### config.mk
export PLATFORM = sky130hd
export DESIGN_NAME = seq_divider_32
export DESIGN_NICKNAME = d
export VERILOG_FILES = /design/src/rtl/seq_divider_32_pkg.sv /design/src/rtl/seq_divider_32_div_step.sv /design/src/rtl/seq_divider_32.sv
export SDC_FILE = /design/constraint.sdc
export NUM_CORES = 1
export LEC_CHECK = 0
export CAP_MARGIN = 20
export CORE_UTILIZATION = 41
export DETAILED_ROUTE_END_ITERATION = 12
export PLACE_DENSITY = 0.61
export SYNTH_ARGS = -nofsm -noshare
export SYNTH_HDL_FRONTEND = slang
export SYNTH_HIERARCHICAL = 1
export SYNTH_SLANG_ARGS = --single-unit
### constraint.sdc
create_clock -name clk -period 8.5 [get_ports clk]
set_input_delay 0.85 -clock clk [delete_from_list [all_inputs] [get_ports clk]]
set_output_delay 0.85 -clock clk [all_outputs]
set_load 0.05 [all_outputs]
### src/rtl/seq_divider_32_pkg.sv
// Shared definitions for the sequential restoring divider.
// Holds the datapath width, the iteration count with its counter width, and
// the controller state encoding.
package seq_divider_32_pkg;

  localparam int unsigned DATA_W = 32;
  localparam int unsigned ITERS  = 32;
  localparam int unsigned CNT_W  = 5;

  typedef enum logic [1:0] {
    IDLE,
    ITER,
    DONE
  } state_e;

endpackage

### src/rtl/seq_divider_32_div_step.sv
// One restoring-division step (purely combinational).
// Ports:
//   rem_i / rem_o : partial remainder before / after the step
//   dvd_i / dvd_o : remaining dividend bits, MSB consumed first
//   dvs_i         : divisor
//   quo_i / quo_o : quotient being built, new bit enters at the LSB
module div_step
  import seq_divider_32_pkg::*;
#(
  parameter int unsigned W = DATA_W
) (
  input  logic [W-1:0] rem_i,
  input  logic [W-1:0] dvd_i,
  input  logic [W-1:0] dvs_i,
  input  logic [W-1:0] quo_i,
  output logic [W-1:0] rem_o,
  output logic [W-1:0] dvd_o,
  output logic [W-1:0] quo_o
);

  logic [W:0] shifted;
  logic [W:0] diff;

  // rem_i < dvs_i always holds, so the shifted value stays below 2*divisor
  // and the top bit of the W+1-bit difference is a reliable sign.
  always_comb begin
    shifted = {rem_i, dvd_i[W-1]};
    diff    = shifted - {1'b0, dvs_i};
    dvd_o   = {dvd_i[W-2:0], 1'b0};
    if (!diff[W]) begin
      rem_o = diff[W-1:0];
      quo_o = {quo_i[W-2:0], 1'b1};
    end else begin
      rem_o = shifted[W-1:0];
      quo_o = {quo_i[W-2:0], 1'b0};
    end
  end

endmodule

### src/rtl/seq_divider_32.sv
// Sequential unsigned divider, one quotient bit per clock, MSB first.
// Ports:
//   clk, rst            : clock, synchronous active-high reset
//   start               : begin a division (ignored while busy)
//   dividend, divisor   : operands, captured on an accepted start
//   Q, R                : quotient / remainder, held until the next start
//   done                : one-cycle pulse when Q/R are valid
//   busy                : high while iterating
//   div_by_zero         : set with done when the divisor was zero
module seq_divider_32
  import seq_divider_32_pkg::*;
#(
  parameter int unsigned WIDTH = DATA_W
) (
  input  logic             clk,
  input  logic             rst,
  input  logic             start,
  input  logic [WIDTH-1:0] dividend,
  input  logic [WIDTH-1:0] divisor,
  output logic [WIDTH-1:0] Q,
  output logic [WIDTH-1:0] R,
  output logic             done,
  output logic             busy,
  output logic             div_by_zero
);

  localparam logic [CNT_W-1:0] CNT_LAST = CNT_W'(ITERS - 1);

  state_e           state_q, state_d;
  logic [WIDTH-1:0] dvd_q, dvd_d;
  logic [WIDTH-1:0] dvs_q, dvs_d;
  logic [WIDTH-1:0] rem_q, rem_d;
  logic [WIDTH-1:0] quo_q, quo_d;
  logic [CNT_W-1:0] cnt_q, cnt_d;
  logic             dbz_q, dbz_d;
  logic             accept;
  logic [WIDTH-1:0] step_rem, step_dvd, step_quo;

  assign accept = start && (state_q != ITER);

  div_step #(.W(WIDTH)) u_step (
    .rem_i (rem_q),
    .dvd_i (dvd_q),
    .dvs_i (dvs_q),
    .quo_i (quo_q),
    .rem_o (step_rem),
    .dvd_o (step_dvd),
    .quo_o (step_quo)
  );

  always_ff @(posedge clk) begin
    if (rst) state_q <= IDLE;
    else     state_q <= state_d;
  end

  // A zero divisor spends a single ITER cycle so done still lands one edge
  // after the accepting edge.
  always_comb begin
    state_d = state_q;
    unique case (state_q)
      IDLE:    if (start) state_d = ITER;
      ITER:    if (dvs_q == '0 || cnt_q == CNT_LAST) state_d = DONE;
      DONE:    state_d = start ? ITER : IDLE;
      default: state_d = IDLE;
    endcase
  end

  always_comb begin
    busy = (state_q == ITER);
    done = (state_q == DONE);
  end

  always_comb begin
    dvd_d = dvd_q;
    dvs_d = dvs_q;
    rem_d = rem_q;
    quo_d = quo_q;
    cnt_d = cnt_q;
    dbz_d = dbz_q;
    if (accept) begin
      dvd_d = dividend;
      dvs_d = divisor;
      rem_d = '0;
      quo_d = '0;
      cnt_d = '0;
      dbz_d = 1'b0;
    end else if (state_q == ITER) begin
      if (dvs_q == '0) begin
        quo_d = '1;
        rem_d = dvd_q;
        dbz_d = 1'b1;
      end else begin
        rem_d = step_rem;
        dvd_d = step_dvd;
        quo_d = step_quo;
        cnt_d = cnt_q + CNT_W'(1);
      end
    end
  end

  always_ff @(posedge clk) begin
    if (rst) begin
      dvd_q <= '0;
      dvs_q <= '0;
      rem_q <= '0;
      quo_q <= '0;
      cnt_q <= '0;
      dbz_q <= 1'b0;
    end else begin
      dvd_q <= dvd_d;
      dvs_q <= dvs_d;
      rem_q <= rem_d;
      quo_q <= quo_d;
      cnt_q <= cnt_d;
      dbz_q <= dbz_d;
    end
  end

  assign Q           = quo_q;
  assign R           = rem_q;
  assign div_by_zero = dbz_q;

endmodule

* Word level (Yosys, flattened, before mapping) *
Index checks and enable logic that the tools add are counted.

storage, ports and cells
  output and inout bits = 67
  bits in registers = 136

operators by class
  equal/unequal tests = 7
  bitwise operators = 1
  multiplexer cells = 11
  add/sub/neg operators = 2
  reduce and logical (&&, ||, !) cells = 10

operator list
  cell                                            count
  two-way mux 32 bit                              6
  subtractor 33 x 32 -> 33 bit                    1
  zero test 32 bit                                1
  AND reduction 2 bit                             4
  case mux 2 bit (3 select lines)                 1
  adder 5 x 1 -> 5 bit (second input constant)    1
  == test 5 bit (second input constant)           1
  two-way mux 2 bit                               2
  != test 2 x 1 -> 1 bit (second input constant)  2
  != test 2 bit (second input constant)           2
  == test 2 x 1 -> 1 bit (second input constant)  1
  == test 2 bit (second input constant)           1
  zero test 2 bit                                 1
  two-way mux 1 bit                               2
  nonzero test 2 bit                              1
  OR reduction 2 bit                              1
  logical AND 1 bit                               1
  logical OR 1 bit                                1
  inverter 1 bit                                  1

* Logic depth before layout (Yosys ltp) *
Gate-level depths: netlist of run 1.

  word-level depth = 4
  mapped depth = 17

* Modules after synthesis *
The synthesis of run 1 kept the hierarchy.

by module, submodules not included
  module          area each (um2)  seq. area each (um2)  cells an instance  instances
  seq_divider_32  5296.3           2722.6                661                1
  div_step        2793.9           0.0                   373                1

* Least setup slack after synthesis of run 1 *
Ideal clock, no wire load.

  path type = register to register
  from = reg rem_q[0], in the netlist R[0]
  to = reg rem_q[23], in the netlist R[23]
  data arrival time = 3.440 ns
  stages on the path, launching flop included = 17
  path slack = 4.895 ns
  data required time = 8.336 ns
  period minus slack after synthesis = 3.605 ns
  cells stage by stage = dfxtp_1 -> inv_1 -> fa_1 -> and2b_1 -> o2111ai_2 -> a21oi_2 -> o211ai_2 -> a211oi_4 -> nor2_4 -> mux2i_4 -> and2_4 -> buf_12 -> inv_8 -> buf_12 -> mux2_4 -> nand2_1 -> a31oi_1

on the way
  word-level cells in the longest chain between the ends = 3

ends and longest elaborated chain
  item                          line                           RTL
  start: declaration            seq_divider_32.sv:32           logic [WIDTH-1:0] rem_q, rem_d;
  start signal: assignment      seq_divider_32.sv:112          rem_q <= rem_d;
  subtractor 33 x 32 -> 33 bit  seq_divider_32_div_step.sv:28  diff = shifted - {1'b0, dvs_i};
  two-way mux 32 bit            seq_divider_32_div_step.sv:30  if (!diff[W]) begin
  net step_rem[23]              seq_divider_32.sv:37           logic [WIDTH-1:0] step_rem, step_dvd, step_quo;
  two-way mux 32 bit            seq_divider_32.sv:88           if (dvs_q == '0) begin

The timed path passes the listed nets, and every way through them passes these cells.
A chain may end at the register's enable or synchronous reset.

* Final worst setup path of run 1 *
  from = reg dvd_q[31]
  to = reg rem_q[19], in the netlist R[19]

on the way
  word-level cells in the longest chain between the ends = 3

ends and longest elaborated chain
  item                          line                           RTL
  start: declaration            seq_divider_32.sv:30           logic [WIDTH-1:0] dvd_q, dvd_d;
  start signal: assignment      seq_divider_32.sv:110          dvd_q <= dvd_d;
  subtractor 33 x 32 -> 33 bit  seq_divider_32_div_step.sv:28
  two-way mux 32 bit            seq_divider_32_div_step.sv:30
  net step_rem[19]              seq_divider_32.sv:37
  two-way mux 32 bit            seq_divider_32.sv:88

The timed path passes the listed nets, and every way through them passes these cells.

==> results of run 1 <==
-- worst max-delay path: stages, from the launching register on --
cell	delay [ps]
dfxtp_1	360
inv_1	50
ha_1	220
fa_1	400
and2b_1	250
o2111ai_2	140
a21oi_2	260
o211ai_2	170
a211oi_4	290
nor2_4	80
mux2i_4	310
and2_4	300
inv_8	130
mux2_4	310
nand2_1	60
a31oi_1	100
-- stage by stage --
| stage | utilization | setup slack, ps |
|---|---|---|
| 3_5_place_dp | 0.464 | 4960 |
| 3_3_place_gp | 0.464 | 5060 |
| 5_1_grt | 0.495 | 4620 |
| 4_1_cts | 0.495 | 4910 |
| 2_1_floorplan | - | 4900 |
| 6_report | 0.495 | 4890 |
-- area by class of cell --
cell class | instances | area (um^2) | share of cell area
tap | 265 | 332 | 0.0345
timing repair buffer | 142 | 1390 | 0.145
multi-input combinational | 718 | 4380 | 0.456
inverter | 43 | 170 | 0.0177
sequential | 136 | 2720 | 0.284
clock buffer | 18 | 439 | 0.0457
clock inverter | 14 | 161 | 0.0168
-- power breakdown --
group          internal, W  switching (W)  leakage, nW
Combinational     0.000325       0.000422         2.22
Clock             0.000447       0.000316        0.279
Sequential        0.000680      0.0000405         1.11
Total              0.00145       0.000778         3.61
-- layout by cell type (no fill, tap or decap), types with 3 or more instances in the layout --
cell | synthesis | final
a21o_1 | 13 | 13
a21oi_1 | 97 | 97
a31oi_1 | 36 | 36
a32oi_1 | 32 | 32
and3_1 | 8 | 8
buf_4 | 66 | 9
clkbuf_16 | 0 | 17
clkdlybuf4s50_1 | 0 | 132
clkinvlp_4 | 0 | 5
dfxtp_1 | 136 | 136
ha_1 | 34 | 34
inv_1 | 42 | 41
inv_6 | 0 | 6
mux2_2 | 4 | 4
mux2_4 | 19 | 19
nand2_1 | 152 | 151
nand2b_1 | 4 | 4
nand3_1 | 48 | 48
nand4_1 | 7 | 7
nor2_1 | 45 | 44
nor2_4 | 1 | 3
nor2b_1 | 3 | 3
nor3_1 | 39 | 39
nor4_1 | 8 | 8
o2111ai_1 | 4 | 4
o21a_1 | 5 | 5
o21ai_0 | 82 | 82
o21ai_1 | 5 | 4
o31ai_1 | 4 | 4
or3_1 | 4 | 4
xnor2_1 | 14 | 14
xor2_1 | 13 | 13
-- registers in the layout (all words and copies together) (netlist names) --
| signal | cells |
|---|---|
| Q | 32 |
| dvd_q | 32 |
| state_q | 2 |
| dvs_q | 32 |
| R | 32 |
| div_by_zero | 1 |
| cnt_q | 5 |
-- worst max-delay path by stage --
| stage | to | slack, ps | cells after the start |
|---|---|---|---|
| global route | R[15]$_SDFFE_PP0P_ | 4620 | 15 |
| global placement | R[19]$_SDFFE_PP0P_ | 5060 | 15 |
| floorplan | R[23]$_SDFFE_PP0P_ | 4900 | 16 |
| detailed placement | R[26]$_SDFFE_PP0P_ | 4960 | 15 |
| CTS | R[19]$_SDFFE_PP0P_ | 4910 | 15 |
| finish | R[19]$_SDFFE_PP0P_ | 4890 | 15 |
-- kinds of logic after synthesis --
kind of cell | synth area share
DFF | 0.337
adders and majority gates | 0.0551
AOI/OAI and AO/OA | 0.227
and+or+nand+nor | 0.183
xor gates and xnor gates | 0.0292
muxes | 0.0448
other | 0.000464
buffers and inverters | 0.124
-- layer usage --
layer  part of all wire  global-route usage
met5                  0                   0
met4              0.018              0.0753
met3              0.050              0.0488
met2               0.45               0.343
met1               0.49               0.302
==> summary.txt, run 1 <==
Outcome
  • Outcome: complete, no violations

STA
  • Fin crit period: 3610 ps
  • RSZ-0062 raised after global routing: no
  • Final setup fails: 0
  • Slew of the pin with the lowest slew margin: 958 ps
  • Period utilization: 0.424
  • Hold WS: 463 ps
  • Slew Viols, Final: 0
  • Final hold vios: 0
  • Setup TNS: 0 ps
  • Clock Skew: 9.77 ps
  • Slew margin rel.: 0.361
  • Fmax: 277 MHz

Drt
  • Vias per inst: 5.48
  • Post-route ant nets: 0
  • Vias post-DR: 7315
  • DRC errors left: 0
  • Pre-Repair DR Iteration Count: 5
  • Initial DRC Count: 458
  • Wirelength per Cell: 16.5 um
  • Post-Route WL: 22.0 mm

Pwr
  • Maximum VDD drop: 0.136 mV
  • Tot Pwr: 0.00223 W
  • Static Leak: 3.61 nW
  • Power per Cell Area: 232 mW/mm^2

Clock tree
  • Root Driver: clkbuf_16
  • CTS sink count: 136
  • Post-CTS Setup Inserts: 0
  • Post-CTS Resized: 0
  • CTS tree: yes
  • CTS Buffer Depth: 2
  • Post-CTS Hold Fix Bufs: 0
  • Clk pin slew, worst setup/hold paths: 60 ps
  • H-tree Lvls: 4
  • Worst skew pair latency: 430 ps
  • CTS buffer count: 17

Worst setup path
  • RR Endpoint: R[19]$_SDFFE_PP0P_
  • Reg2Reg Depth: 15
  • Startpoint Class: register
  • R2R Setup Slk: 4890 ps
  • CP arrival: 3860 ps
  • Setup CP Type: reg -> reg
  • Required time worst endpoint: 8760 ps
  • FF-to-FF Start: dvd_q[31]$_SDFFE_PP0P_
  • Critical path fanouts, max: 24
  • Crit path from: dvd_q[31]$_SDFFE_PP0P_
  • Crit. End Element: register

Place
  • Cells after DPL: 1304
  • DP Area: 0.00900 mm^2
  • I/O Buffers: 133
  • Placer Congestion: 0.884
  • Post-DP HPWL: 14.6 mm

Logic synthesis
  • Sequential-to-total area share from yosys stat: 0.337
  • Ys flop type: dfxtp_1
  • Mapped Cells: 1034
  • Area contributors post-synth: dfxtp_1 34%, nand2_1 7.1%, buf_4 6.1%
  • Syn nets: 1136
  • Area leader, netlist: dfxtp_1
  • Post-synth EDFFs: 0
  • Distinct cells, synth: 64
  • Yosys warns: 6
  • Post-synth top cells: 152 x nand2_1, 136 x dfxtp_1, 97 x a21oi_1
  • Synth Area per Inst: 7.82 um^2
  • Yosys reg bits: 136
  • Top-count cell post-synth: nand2_1
  • Asr flop ratio synth: 0
  • Area share of the largest cell type after synthesis: 0.337
  • Post-Syn Area: 0.00809 mm^2

Finish
  • Fin area: 0.00960 mm^2
  • Layout area overhead: 18.7%
  • Final Non-Filler Cells: 1336
  • Layout cells sized above 1: 0.0775
  • Nets: 1160
  • Fill count: 1931
  • Inserted Diodes: 0

Floorplanning
  • Die W: 142 um
  • Die height: 142 um
  • Row Count: 51
  • Core Footprint: 0.0194 mm^2
  • Starting Density: 0.417
  • IO Count: 134
  • Die ar.: 0.0203 mm^2

Run
  • Max Cap Viol: 0

GRT
  • Antenna violations before repair: 0
  • First-pass GRT wire length: 35.4 mm
  • Grt total ovfl: 0
  • Largest net degree at the start of global routing: 98
  • Number of global-route vias before repair: 6775
  • Gr usage total: 0.221

Min path
  • Worst min-delay path category: reg -> reg
  • Hold Path Origin: cnt_q[4]$_SDFFE_PP0P_
  • Hold EP: cnt_q[4]$_SDFFE_PP0P_
  • Hold depth: 2
Note: power is estimated with default switching activity, not from simulation.
==> run 2: changes to the inputs <==
- clock period: 8.5 -> 3.7 ns (I/O delays scaled with it)
==> run 2 against run 1 <==
Net effect: critical path depth is the same; fmax grew 4.9%; power grew 130%; sequential share of layout area shrank 0.15 points; via count grew 1.1%; final area grew 0.55%; critical endpoint is now R[4]$_SDFFE_PP0P_.
==> summary.txt, run 2 (same netlist as run 1, synthesis figures left out) <==
Place
  • Placer Congestion: 0.904
  • I/O Buffers: 133
  • Pre-CTS WS: 307 ps
  • Post-DP HPWL: 15.0 mm

GRT
  • Largest net degree at the start of global routing: 68
  • First-pass GRT wire length: 34.9 mm
  • Antenna violations before repair: 0
  • Number of global-route vias before repair: 6662
  • Gr usage total: 0.216
  • Grt total ovfl: 0

Pwr
  • Static Leak: 3.65 nW
  • Power per Cell Area: 527 mW/mm^2
  • Tot Pwr: 0.00509 W
  • Maximum VDD drop: 0.316 mV

Drt
  • Vias post-DR: 7397
  • Pre-Repair DR Iteration Count: 5
  • Initial DRC Count: 448
  • Post-Route WL: 21.8 mm
  • DRC errors left: 0
  • Vias per inst: 5.52
  • Wirelength per Cell: 16.3 um
  • Post-route ant nets: 0

Finish
  • Most frequent cells in the layout: 151 x nand2_1, 136 x dfxtp_1, 131 x clkdlybuf4s50_1, 97 x a21oi_1, 82 x o21ai_0
  • Layout cells sized above 1: 0.0800
  • Nets: 1164
  • Inserted Diodes: 0
  • Layout area overhead: 19.3%
  • Most common cell after layout, fill and taps aside: nand2_1

Floorplanning
  • Die W: 142 um
  • Die height: 142 um
  • Die ar.: 0.0203 mm^2
  • Core Footprint: 0.0194 mm^2
  • IO Count: 134
  • Row Count: 51
  • Starting Density: 0.417

Clock tree
  • CTS tree: yes
  • CTS sink count: 136
  • Clk pin slew, worst setup/hold paths: 70 ps
  • Root Driver: clkbuf_16
  • Post-CTS Resized: 0
  • CTS Buffer Depth: 2
  • CTS buffer count: 17
  • Post-CTS Setup Inserts: 0
  • Post-CTS Hold Fix Bufs: 0
  • H-tree Lvls: 4
  • Worst skew pair latency: 420 ps

Worst setup path
  • Critical path fanouts, max: 24
  • Required time worst endpoint: 3980 ps
  • Setup CP Type: reg -> reg
  • Startpoint Class: register
  • FF-to-FF Start: dvd_q[31]$_SDFFE_PP0P_
  • R2R Setup Slk: 260 ps
  • Reg2Reg Depth: 15
  • RR Endpoint: R[4]$_SDFFE_PP0P_
  • Crit. End Element: register
  • CP arrival: 3720 ps

STA
  • Fin crit period: 3440 ps
  • RSZ-0062 raised after global routing: no
  • Slew margin rel.: 0.485
  • Final setup fails: 0
  • Period utilization: 0.929
  • Hold WS: 409 ps
  • Slew of the pin with the lowest slew margin: 771 ps
  • Final hold vios: 0
  • Setup TNS: 0 ps
  • Final setup margin: 261 ps
  • Fmax: 291 MHz
  • Clock Skew: 9.14 ps
  • Slew Viols, Final: 0

Outcome
  • Outcome: complete, no violations

Min path
  • Hold depth: 4
  • Worst min-delay path category: in -> reg
  • Hold Path Origin: rst
  • Hold EP: Q[0]$_SDFFE_PP0P_

Run
  • Max Cap Viol: 0
run 2: cell type report:
type	count	area (um^2)
well taps	265	332
inverters	43	170
clock buffers	20	447
clock inverters	12	141
repair buffers	146	1460
flip-flops and latches	136	2720
fillers	1965	9740
multi-input cells	718	4380
run 2: through the flow:
| step | cells | utilization | cell area, um^2 |
|---|---|---|---|
| after floorplan | 1034 | - | 8090 |
| after global placement | 1308 | 0.467 | 9070 |
| after detailed placement | 1308 | 0.467 | 9070 |
| after CTS | 1340 | 0.498 | 9650 |
| after global routing | 1340 | 0.498 | 9650 |
| final | 1340 | 0.498 | 9650 |
run 2: worst max-delay path by stage:
| stage | start | end | slack, ps | depth (start not counted) |
|---|---|---|---|---|
| 2_1_floorplan | R[0]$_SDFFE_PP0P_ | R[23]$_SDFFE_PP0P_ | 100 | 16 |
| 3_3_place_gp | dvd_q[31]$_SDFFE_PP0P_ | R[5]$_SDFFE_PP0P_ | 370 | 15 |
| 3_5_place_dp | dvd_q[31]$_SDFFE_PP0P_ | R[7]$_SDFFE_PP0P_ | 310 | 15 |
| 4_1_cts | dvd_q[31]$_SDFFE_PP0P_ | R[4]$_SDFFE_PP0P_ | 250 | 15 |
| 5_1_grt | dvd_q[31]$_SDFFE_PP0P_ | R[4]$_SDFFE_PP0P_ | 20 | 15 |
| 6_report | dvd_q[31]$_SDFFE_PP0P_ | R[4]$_SDFFE_PP0P_ | 260 | 15 |
run 2: power breakdown:
part	switching (W)	total (W)	leakage (nW)	internal [W]
registers	0.0000946	0.00166	1.11	0.00156
clock network	0.000687	0.00171	0.282	0.00102
logic	0.000968	0.00173	2.25	0.000758
total	0.00175	0.00509	3.65	0.00334
run 2: routing by layer:
metal	part of all wire	vias up	track usage
li1	-	3653	-
met1	0.49	3530	0.304
met2	0.45	193	0.332
met3	0.047	21	0.0373
met4	0.014	0	0.0685
met5	0	-	0
run 2: worst max-delay path, stage by stage (launching register included):
cell and delay [ps]:
dfxtp_1 370, inv_1 60, ha_1 230, fa_1 400
and2b_1 240, o2111ai_2 130, a21oi_2 230, o211ai_2 160
a211oi_4 290, nor2_4 80, mux2i_4 190, and2_4 200
inv_8 210, mux2_2 370, nand2_1 70, a31oi_1 80
==> run 3: changes to the inputs <==
- CORE_MARGIN: unset -> 10
==> run 3 against run 2 <==
Net effect: clock-buffer cell count unchanged; cell count increased by 0.30%; via count about the same; sequential power about the same; combinational power about the same; worst setup slack got worse by 27 ps; power increased by 1.8%; sequential cell count unchanged; clock skew decreased by 3.0 ps; sequential share of layout area decreased by 0.11 points; critical endpoint is now R[7]$_SDFFE_PP0P_.
==> summary.txt, run 3 (same netlist as run 1, synthesis figures left out) <==
Worst setup path
  • Reg2Reg Depth: 15
  • R2R Setup Slk: 230 ps
  • Crit. End Element: register
  • Required time worst endpoint: 3970 ps
  • Startpoint Class: register
  • CP max stage cell: fa_1
  • Crit path capture: R[7]$_SDFFE_PP0P_
  • Max incr delay on CP: 400 ps
  • FF-to-FF Start: dvd_q[31]$_SDFFE_PP0P_
  • Critical path cell sequence: inv_1 > ha_1 > fa_1 > and2b_1 > o2111ai_2 > a21oi_2 > o211ai_2 > a211oi_4 > nor2_4 > mux2i_4 > and2_4 > inv_8 > mux2_2 > nand2_1 > a31oi_1
  • Crit path from: dvd_q[31]$_SDFFE_PP0P_
  • RR Endpoint: R[7]$_SDFFE_PP0P_
  • CP arrival: 3740 ps
  • Setup CP Type: reg -> reg
  • Critical path fanouts, max: 24

Drt
  • Vias post-DR: 7392
  • DRC errors left: 0
  • Initial DRC Count: 576
  • Post-route ant nets: 0
  • Pre-Repair DR Iteration Count: 5
  • Post-Route WL: 23.6 mm
  • Vias per inst: 5.50
  • Wirelength per Cell: 17.6 um

Floorplanning
  • Row Count: 51
  • Die ar.: 0.0258 mm^2
  • IO Count: 134
  • Core Footprint: 0.0195 mm^2
  • Starting Density: 0.416
  • Die height: 160 um
  • Die W: 160 um

Finish
  • Inserted Diodes: 0
  • Most frequent cells in the layout: 151 x nand2_1, 136 x dfxtp_1, 131 x clkdlybuf4s50_1, 97 x a21oi_1, 82 x o21ai_0
  • Layout cells sized above 1: 0.0853
  • FF+latch area: 0.00272 mm^2
  • Layout area overhead: 19.8%
  • Fill count: 1913
  • Nets: 1169
  • Final Non-Filler Cells: 1344
  • Most common cell after layout, fill and taps aside: nand2_1
  • Footprint of the multi-input gates: 0.00438 mm^2
  • Final core occ: 0.498

Place
  • Placer Congestion: 0.875
  • Cells after DPL: 1311
  • I/O Buffers: 133
  • Post-DP HPWL: 16.6 mm

Pwr
  • Sw frac: 0.336
  • Maximum VDD drop: 0.410 mV
  • Power per Cell Area: 535 mW/mm^2
  • Sequential power share: 0.319
  • Net switching power: 0.00174 W
  • Power Internal: 0.00344 W
  • Clk pwr share: 0.344
  • Static Leak: 3.68 nW
  • Gate power share: 0.337

Clock tree
  • Post-CTS Resized: 0
  • Clk pin slew, worst setup/hold paths: 60 ps
  • H-tree Lvls: 4
  • CTS buffer count: 17
  • CTS Buffer Depth: 2
  • CTS tree: yes
  • Root Driver: clkbuf_16
  • CTS sink count: 136
  • Worst skew pair latency: 420 ps

STA
  • Slew of the pin with the lowest slew margin: 828 ps
  • Period utilization: 0.937
  • Hold WS: 464 ps
  • Slew margin rel.: 0.448
  • Fmax: 289 MHz
  • Final setup fails: 0
  • Slew Viols, Final: 0
  • Clock Skew: 6.17 ps
  • Fin crit period: 3470 ps
  • RSZ-0062 raised after global routing: yes
  • Final hold vios: 0

GRT
  • Largest net degree at the start of global routing: 65
  • Grt total ovfl: 0
  • Antenna violations before repair: 0
  • Number of global-route vias before repair: 6924
  • Gr usage total: 0.178
  • First-pass GRT wire length: 38.2 mm

Outcome
  • Outcome: complete, no violations

Run
  • Max Cap Viol: 0

Min path
  • Worst min-delay path category: reg -> reg
  • Hold Path Origin: cnt_q[4]$_SDFFE_PP0P_
-- run 3: per-stage QoR --
stage / cell area, um^2 / worst slack [ps] / TNS (ps) / total power, W
finish: 9690 / 234 / 0 / 0.00518
global route: 9690 / -8.28 / -8.28 / 0.00546
floorplan: 8090 / 95.2 / 0 / 0.00309
detailed placement: 9060 / 185 / 0 / 0.00341
CTS: 9680 / 173 / 0 / 0.00521
global placement: 9060 / 270 / 0 / 0.00340
-- run 3: power groups by stage --
stage	clock, W	combinational (W)	sequential (W)
finish	0.00178	0.00174	0.00166
CTS	0.00182	0.00173	0.00165
floorplan	0	0.00127	0.00182
global placement	0	0.00172	0.00169
global route	0.00188	0.00190	0.00167
detailed placement	0	0.00173	0.00169
-- run 3: routing by layer --
metal  track usage  part of all wire
met5             0                 0
met4        0.0442             0.012
met3        0.0404             0.051
met2         0.280              0.47
met1         0.240              0.46
-- run 3: worst min-delay path by stage --
| stage | endpoint | cells past startpoint |
|---|---|---|
| final | cnt_q[4]$_SDFFE_PP0P_ | 2 |
| after global routing | dvs_q[16]$_SDFFE_PP0P_ | 3 |
| after CTS | cnt_q[4]$_SDFFE_PP0P_ | 2 |
| after detailed placement | cnt_q[4]$_SDFFE_PP0P_ | 2 |
| after global placement | cnt_q[4]$_SDFFE_PP0P_ | 2 |
| after floorplan | cnt_q[4]$_SDFFE_PP0P_ | 2 |
-- run 3: what timing repair did --
| action | in CTS | in global routing |
|---|---|---|
| buffers inserted | 0 | 2 |
| hold buffers | 0 | 0 |
| setup endpoints to repair | 0 | 23 |
-- run 3: final cells by class --
cell class / count / area share
multi-input combinational: 718 / 0.452
clock inverter: 11 / 0.0152
tap: 265 / 0.0342
timing repair buffer: 151 / 0.152
clock buffer: 20 / 0.0481
sequential: 136 / 0.281
inverter: 43 / 0.0176
-- run 3: critical path, delay by kind of cell, from the launching register on --
family / cells / cell delay (ps)
buffers and inverters: 2 / 280
DFF: 1 / 360
adders and majority gates: 2 / 620
and+or+nand+nor: 4 / 590
AOI/OAI and AO/OA: 5 / 900
muxes: 2 / 570
